File: src/rtl/edsac_loader_if.sv
// Byte-stream and word-memory signals shared by the loader and its neighbours.
// The master side is the loader: it consumes bytes and issues memory writes.
interface edsac_loader_if #(
  parameter int ABITS = 9
);
  logic [7:0]       rx_data;
  logic             rx_valid;
  logic             rx_ready;
  logic [ABITS-1:0] mem_addr;
  logic [15:0]      mem_d;
  logic             mem_wr;
  logic             mem_rd;
  logic             mem_wait;

  modport master (
    input  rx_data, rx_valid, mem_wait,
    output rx_ready, mem_addr, mem_d, mem_wr, mem_rd
  );

  modport slave (
    output rx_data, rx_valid, mem_wait,
    input  rx_ready, mem_addr, mem_d, mem_wr, mem_rd
  );
endinterface

File: src/rtl/edsac_loader.sv
// Packs little-endian byte pairs into 16-bit words and writes NWORDS words from address 0,
// keeping a mod-2^16 running checksum of the words written.
module edsac_loader #(
  parameter int ABITS  = 9,
  parameter int NWORDS = 512
) (
  input  logic                clk,
  input  logic                resetn,
  input  logic                start,
  input  logic                abort,
  edsac_loader_if.master      bus,
  output logic                busy,
  output logic                done,
  output logic [15:0]         checksum
);

  localparam logic [ABITS-1:0] LAST_ADDR = ABITS'(NWORDS - 1);

  typedef enum logic [2:0] {
    S_IDLE  = 3'd0,
    S_LO    = 3'd1,
    S_HI    = 3'd2,
    S_WRITE = 3'd3,
    S_DONE  = 3'd4
  } state_t;

  state_t state, state_nxt;
  logic   abort_pend;
  logic   write_fin;

  function automatic logic [15:0] wrap_add16(input logic [15:0] a, input logic [15:0] b);
    return a + b;
  endfunction

  assign write_fin = (state == S_WRITE) && !bus.mem_wait;

  always_ff @(posedge clk or negedge resetn) begin
    if (!resetn) state <= S_IDLE;
    else         state <= state_nxt;
  end

  always_comb begin
    state_nxt    = state;
    bus.rx_ready = 1'b0;
    bus.mem_wr   = 1'b0;
    bus.mem_rd   = 1'b0;
    busy         = 1'b0;
    done         = 1'b0;
    case (state)
      S_IDLE: begin
        if (!abort && start) state_nxt = S_LO;
      end
      S_LO: begin
        bus.rx_ready = 1'b1;
        busy         = 1'b1;
        if (abort)             state_nxt = S_IDLE;
        else if (bus.rx_valid) state_nxt = S_HI;
      end
      S_HI: begin
        bus.rx_ready = 1'b1;
        busy         = 1'b1;
        if (abort)             state_nxt = S_IDLE;
        else if (bus.rx_valid) state_nxt = S_WRITE;
      end
      S_WRITE: begin
        bus.mem_wr = 1'b1;
        busy       = 1'b1;
        // An abort seen during the write lets the write land, then stops the load.
        if (write_fin) begin
          if (abort || abort_pend)          state_nxt = S_IDLE;
          else if (bus.mem_addr == LAST_ADDR) state_nxt = S_DONE;
          else                              state_nxt = S_LO;
        end
      end
      S_DONE: begin
        done = 1'b1;
        if (abort)      state_nxt = S_IDLE;
        else if (start) state_nxt = S_LO;
      end
      default: state_nxt = S_IDLE;
    endcase
  end

  always_ff @(posedge clk or negedge resetn) begin
    if (!resetn) begin
      bus.mem_addr <= '0;
      bus.mem_d    <= '0;
      checksum     <= '0;
      abort_pend   <= 1'b0;
    end else begin
      case (state)
        S_IDLE, S_DONE: begin
          if (start && !abort) begin
            bus.mem_addr <= '0;
            checksum     <= '0;
          end
        end
        S_LO: begin
          if (!abort && bus.rx_valid) bus.mem_d[7:0] <= bus.rx_data;
        end
        S_HI: begin
          if (!abort && bus.rx_valid) bus.mem_d[15:8] <= bus.rx_data;
        end
        S_WRITE: begin
          if (write_fin) begin
            checksum   <= wrap_add16(checksum, bus.mem_d);
            abort_pend <= 1'b0;
            if (state_nxt == S_LO) bus.mem_addr <= bus.mem_addr + 1'b1;
          end else if (abort) begin
            abort_pend <= 1'b1;
          end
        end
        default: ;
      endcase
    end
  end

endmodule
File: src/flat_wrapper.sv
// flat-port wrapper written by rule: the top's interface ports become plain ports
module edsac_loader_flat 
#(
  parameter int ABITS  = 9,
  parameter int NWORDS = 512
)
  (clk, resetn, start, abort, busy, done, checksum, bus_rx_data, bus_rx_valid, bus_mem_wait, bus_rx_ready, bus_mem_addr, bus_mem_d, bus_mem_wr, bus_mem_rd);
  edsac_loader_if #(.ABITS(ABITS)) bus_i ();
  input  logic clk;
  input  logic resetn;
  input  logic start;
  input  logic abort;
  output logic busy;
  output logic done;
  output logic [15:0] checksum;
  input wire logic [$bits(bus_i.rx_data)-1:0] bus_rx_data;
  input wire logic [$bits(bus_i.rx_valid)-1:0] bus_rx_valid;
  input wire logic [$bits(bus_i.mem_wait)-1:0] bus_mem_wait;
  output wire logic [$bits(bus_i.rx_ready)-1:0] bus_rx_ready;
  output wire logic [$bits(bus_i.mem_addr)-1:0] bus_mem_addr;
  output wire logic [$bits(bus_i.mem_d)-1:0] bus_mem_d;
  output wire logic [$bits(bus_i.mem_wr)-1:0] bus_mem_wr;
  output wire logic [$bits(bus_i.mem_rd)-1:0] bus_mem_rd;
  assign bus_i.rx_data = bus_rx_data;
  assign bus_i.rx_valid = bus_rx_valid;
  assign bus_i.mem_wait = bus_mem_wait;
  assign bus_rx_ready = bus_i.rx_ready;
  assign bus_mem_addr = bus_i.mem_addr;
  assign bus_mem_d = bus_i.mem_d;
  assign bus_mem_wr = bus_i.mem_wr;
  assign bus_mem_rd = bus_i.mem_rd;
  edsac_loader #(.ABITS(ABITS), .NWORDS(NWORDS)) u_core (.clk(clk), .resetn(resetn), .start(start), .abort(abort), .bus(bus_i), .busy(busy), .done(done), .checksum(checksum));
endmodule
File: config.mk
export PLATFORM = sky130hd
export DESIGN_NAME = edsac_loader_flat
export DESIGN_NICKNAME = d
export VERILOG_FILES = /design/src/rtl/edsac_loader_if.sv /design/src/rtl/edsac_loader.sv /design/src/flat_wrapper.sv
export SDC_FILE = /design/constraint.sdc
export NUM_CORES = 1
export LEC_CHECK = 0
export BUFFER_PORTS_ARGS = -buffer_cell sky130_fd_sc_hd__buf_2
export CAP_MARGIN = 20
export CORE_MARGIN = 2
export CORE_UTILIZATION = 45
export CTS_BUF_LIST = sky130_fd_sc_hd__clkbuf_4 sky130_fd_sc_hd__clkbuf_8
export DETAILED_ROUTE_END_ITERATION = 7
export GPL_ROUTABILITY_DRIVEN = 0
export PLACE_DENSITY = 0.68
export SLEW_MARGIN = 10
export SYNTH_ARGS = -nofsm -noshare
export SYNTH_HDL_FRONTEND = slang
export SYNTH_SLANG_ARGS = --single-unit
File: constraint.sdc
create_clock -name clk -period 3.5 [get_ports clk]
set_input_delay 0.175 -clock clk [delete_from_list [all_inputs] [get_ports clk]]
set_output_delay 0.175 -clock clk [all_outputs]
set_load 0.01 [all_outputs]
### Word-level counts from Yosys, hierarchy flattened

Index checks and enable logic that the tools add are counted.

| word-level totals | value |
|---|---|
| flip-flop bits (word level) | 45 |
| bits of input ports | 14 |
| output and inout port bits | 46 |

| operators by class | value |
|---|---|
| $add $sub $neg | 2 |
| equality and inequality tests | 9 |
| mux-type cells | 24 |
| reductions and logical operators | 17 |

Operators by type and width:

| operator | number |
|---|---|
| 16-bit 2-to-1 mux | 2 |
| 16-bit one-hot mux with 2 select lines | 1 |
| 3-bit 2-to-1 mux | 10 |
| 9-bit 2-to-1 mux | 3 |
| 9-bit one-hot mux with 2 select lines | 1 |
| 16-bit adder | 1 |
| 3-bit one-hot mux with 5 select lines | 1 |
| 9-bit by 1-bit adder with 9-bit output, second input constant | 1 |
| 9-bit == test, second input constant | 1 |
| 3-bit by 1-bit == test with 1-bit output, second input constant | 2 |
| 3-bit by 2-bit == test with 1-bit output, second input constant | 2 |
| 1-bit 2-to-1 mux | 6 |
| 2-bit AND reduction | 3 |
| 2-bit by 1-bit != test with 1-bit output, second input constant | 2 |
| 4-bit AND reduction | 1 |
| 2-bit nonzero test | 2 |
| 2-bit OR reduction | 2 |
| 3-bit == test, second input constant | 1 |
| 1-bit logical AND | 3 |
| 3-bit logical NOT | 1 |
| 3-bit AND reduction | 1 |
| 3-bit OR reduction | 1 |
| 1-bit logical NOT | 2 |
| 2-bit != test, second input constant | 1 |
| 1-bit logical OR | 1 |

### Depth between registers and ports, before layout

| depth | value |
|---|---|
| word-level depth | 9 |
| mapped depth | 12 |
| mapped depth without buffers | 11 |

### Worst setup path after synthesis

OpenSTA, ideal clock, no wires.

| timing | value |
|---|---|
| path type | register to register |
| start | reg u_core.bus.mem_addr[0] |
| end | reg u_core.bus.mem_addr[2] |
| setup time | 0.083 ns |
| arrival | 2.465 ns |
| required time | 3.417 ns |
| setup slack | 0.952 ns |
| stages on the path, launching flop included | 13 |
| buffers on the path | 1 |
| period minus slack after synthesis | 2.548 ns |
| path through | dfrtp_1 -> ha_1 -> and3_1 -> and3_1 -> and3_1 -> ha_1 -> nor2_1 -> nor2_1 -> o41a_1 -> nor2_1 -> clkbuf_1 -> nand2_1 -> o21ai_0 |

| on the way | value |
|---|---|
| longest elaborated chain between the ends | 8 |
| elaborated cells on any way between the ends | 12 |
| those cells by class | 1 x add/sub; 3 x eq/ne; 7 x mux; 1 x reduce/logical |

RTL lines:

| what | line | RTL |
|---|---|---|
| from (decl) | edsac_loader_if.sv:17 | `output rx_ready, mem_addr, mem_d, mem_wr, mem_rd` |
| from (signal assigned) | edsac_loader.sv:108 | `if (state_nxt == S_LO) bus.mem_addr <= bus.mem_addr + 1'b1;` |
| 9-bit == test | edsac_loader.sv:71 | `else if (bus.mem_addr == LAST_ADDR) state_nxt = S_DONE;` |
| 3-bit 2-to-1 mux | edsac_loader.sv:71 |  |
| 3-bit 2-to-1 mux | edsac_loader.sv:70 | `if (abort \|\| abort_pend) state_nxt = S_IDLE;` |
| 3-bit 2-to-1 mux | edsac_loader.sv:69 | `if (write_fin) begin` |
| 3-bit one-hot mux with 5 select lines | edsac_loader.sv:49 | `case (state)` |
| 3-bit by 1-bit == test with 1-bit output | edsac_loader.sv:108 |  |
| 2-bit != test (no line) | - |  |
| 4-bit AND reduction (no line) | - |  |

Parallel ways exist; a longest one is shown, timed or not. The select of a mux whose other input is x is not followed.
A chain may end at the register's enable or synchronous reset.

### Worst setup path after layout

| timing | value |
|---|---|
| start | reg u_core.bus.mem_addr[0] |
| end | reg u_core.bus.mem_addr[5] |

The elaborated chain is that of the path after synthesis.

==> results.cfg <==
[status]
status = finished clean

[timing]
max_freq_mhz = 347
post-route-min-period_ns = 2.88
period_share = 0.823
worst_pin_slew_ns = 0.836
drv_slew = 0
rsz0062_at_grt = false
slew_headroom = 0.440
holdWs_ns = 0.106
setup_viol = 0
hold_viol = 0
setup_tns_ns = 0
finClkSkew_ns = 0.00992

[clock_tree]
cts.sinks = 45
cts-root-buf = clkbuf_8
cts_resized = 0
cts_buffers = 5
cts_setup_buffers = 0
cts_tree = yes
htree_levels = 2
cts.path.max_buffers = 2
insertion_delay_ns = 0.30
clk_pin_slew_worst_paths_ns = 0.08
hold_buffers = 0

[worst_setup_path]
critPathMaxFanout = 11
arrival_ns = 3.09
required_ns = 3.71
slowest_delay_ns = 0.51
slowest_stage = nor2_1
crit_chain = ha_1, and3_1, and3_1, and3_1, ha_1, nor2_1, nor2_1, o41a_1, nor2_1, nand2_1, o21ai_0
end_kind = flip-flop
critPathKind = flip-flop to flip-flop
cp-start-kind = flip-flop

[power_and_ir_drop]
seqPwrFrac = 0.393
pwr-share-clk = 0.215
powerDensity_mw_per_mm2 = 615
leakage_nw = 1.64
vdd_ir_drop_max_v = 0.000377
netSwitchingFraction = 0.360
p_int_mw = 1.24
combPwrFrac = 0.392
netSwitchingPower_uw = 696

[layout]
area_growth_pct = 19.1
antenna_cells = 0
final_core_utilization = 0.563
instances_no_fill = 395
drive_above_1_share = 0.282
finalNetCount = 354

[logic_synthesis]
synth_fp_nets = 296
ys_types = 49
syn-cell-area_mm2 = 0.00264
synthXorXnorAreaFrac = 0.0366
ys.flop_type = dfrtp_1
ys_seq_elements = 45
yosys-top-cells-area = dfrtp_1 (43%), ha_1 (8.1%), mux2_2 (7.3%)
synth_edf_count = 0
muxShareOfSynthArea = 0.0878
synth-seq-area-share = 0.427
synth_common_cells = dfrtp_1 (45), nand2_1 (23), o21ai_0 (23)
syn_inst = 264
synthAdderAreaFrac = 0.0883
synth_area_leader_cell = dfrtp_1
syn_area_per_cell_um2 = 9.98
synth-simple-area-share = 0.160
async_reset_ff_frac = 1.00
synth.most_common_cell = dfrtp_1
synth_top_family_by_area = compound AO/OA/AOI/OAI gates
synth_warnings = 0
synth_top_cell_area_share = 0.427
synth_compound_area_frac = 0.176

[route]
wl_per_cell_um = 14.8
dr.first_iter.drc_count = 104
drt_pass1_iterations = 4
drc = 0
drtAntennaViolNets = 0
routed_wl_um = 5860
viasPerCell = 5.50
num_vias = 2171

[place]
io_buffers = 58
hpwl_um = 4220
place_inst = 384

[die]
dieHeight_um = 80.5
fp.dieW_um = 80.5
row_count = 27
start_util = 0.473
die_area_mm2 = 0.00648
num_io_pins = 60
fp.coreArea_mm2 = 0.00557

[global_routing]
grt_max_degree = 46
grt_pass1_wl_um = 9870
grt_pass1_vias = 1973
grt.total_usage = 0.199
overflow = 0
antenna_found_initial = 0

[flow_run]
cap_violations = 0

[worst_hold_path]
hp-class = primary input to flip-flop
[cell usage in the layout, fill, tap and decap left out, types with 2 or more instances in the layout]
master    netlist  final
or3_1           2      2
clkbuf_8        0      6
o21ai_0        23     23
o211ai_1        3      3
a21o_1          9      9
and3_1          7      7
buf_2           0     58
o31a_1          2      2
nand3_1        15     15
o21ai_1         2      2
ha_1           17     17
and2_1          2      2
nand3b_1        3      3
nand4b_1        2      2
xor2_1          6      6
mux2_2         17     17
xnor2_1         5      5
a221o_1         2      2
dfrtp_1        45     45
nand2_1        23     23
inv_1           4      4
mux2i_1         4      4
nor2_1         17     17
a21oi_1        14     14
nand2b_1        4      4
a31oi_1         3      3
[flip-flops by register name (all words and copies together) (netlist names)]
signal / count
u_core.bus.mem_addr: 9
u_core.checksum: 16
u_core.abort_pend: 1
u_core.state: 3
u_core.bus.mem_d: 16
[final cells by class]
cell class / count / area (um2)
fillers: 537 / 2430
flip-flops and latches: 45 / 1130
multi-input cells: 204 / 1450
inverters: 4 / 15.0
clock inverters: 1 / 30.0
well taps: 72 / 90.1
repair buffers: 62 / 339
clock buffers: 7 / 90.1
[path summary, 6_finish.rpt]
| path | from | endpoint | slack [ns] | cells after the start |
|---|---|---|---|---|
| setup / recovery | u_core.bus.mem_addr[0] | u_core.bus.mem_addr[5] | 0.62 | 11 |
| hold / removal | abort | u_core.state[2] | 0.11 | 2 |
| setup reg to reg | u_core.bus.mem_addr[0] | u_core.bus.mem_addr[5] | 0.62 | 11 |
| hold reg to reg | u_core.checksum[15] | u_core.checksum[15] | 0.47 | 1 |
| max in group asynchronous | resetn | u_core.checksum[8] | 2.70 | 3 |
| min in group asynchronous | resetn | u_core.bus.mem_addr[1] | 0.32 | 2 |
[critical path, delay by kind of cell, from the launching register on]
family	cells	cell delay [ns]
and+or+nand+nor	7	1.38
DFF	1	0.41
AOI/OAI and AO/OA	2	0.57
adders and majority gates	2	0.44
[kinds of logic (layout without fill, tap and decap cells)]
group | after synthesis | after routing
buffers and inverters | 15 | 74
and+or+nand+nor | 83 | 83
AOI/OAI and AO/OA | 70 | 70
muxes | 21 | 21
DFF | 45 | 45
adders and majority gates | 18 | 18
xor gates and xnor gates | 11 | 11
other | 1 | 1
[layer usage]
metal	global-route usage	up-vias	wire length (um)
li1	-	1084	-
met1	0.285	1032	2790
met2	0.298	47	2680
met3	0.0449	8	304
met4	0.0644	0	91
met5	0	-	0
[per-stage QoR]
stage,cell area [um2],setup WS [ns],total power [mW]
floorplan,2640,0.952,1.27
global placement,2980,0.762,1.51
detailed placement,2980,0.615,1.52
CTS,3100,0.583,1.95
global route,3140,0.313,2.09
finish,3140,0.619,1.93
[power groups by stage]
stage	Combinational [mW]	Clock [mW]	Sequential (mW)
final	0.757	0.416	0.758
after global routing	0.846	0.460	0.781
after CTS	0.759	0.430	0.762
after detailed placement	0.751	0	0.771
after global placement	0.737	0	0.770
after floorplan	0.472	0	0.796
(Power assumes the default switching activity.)
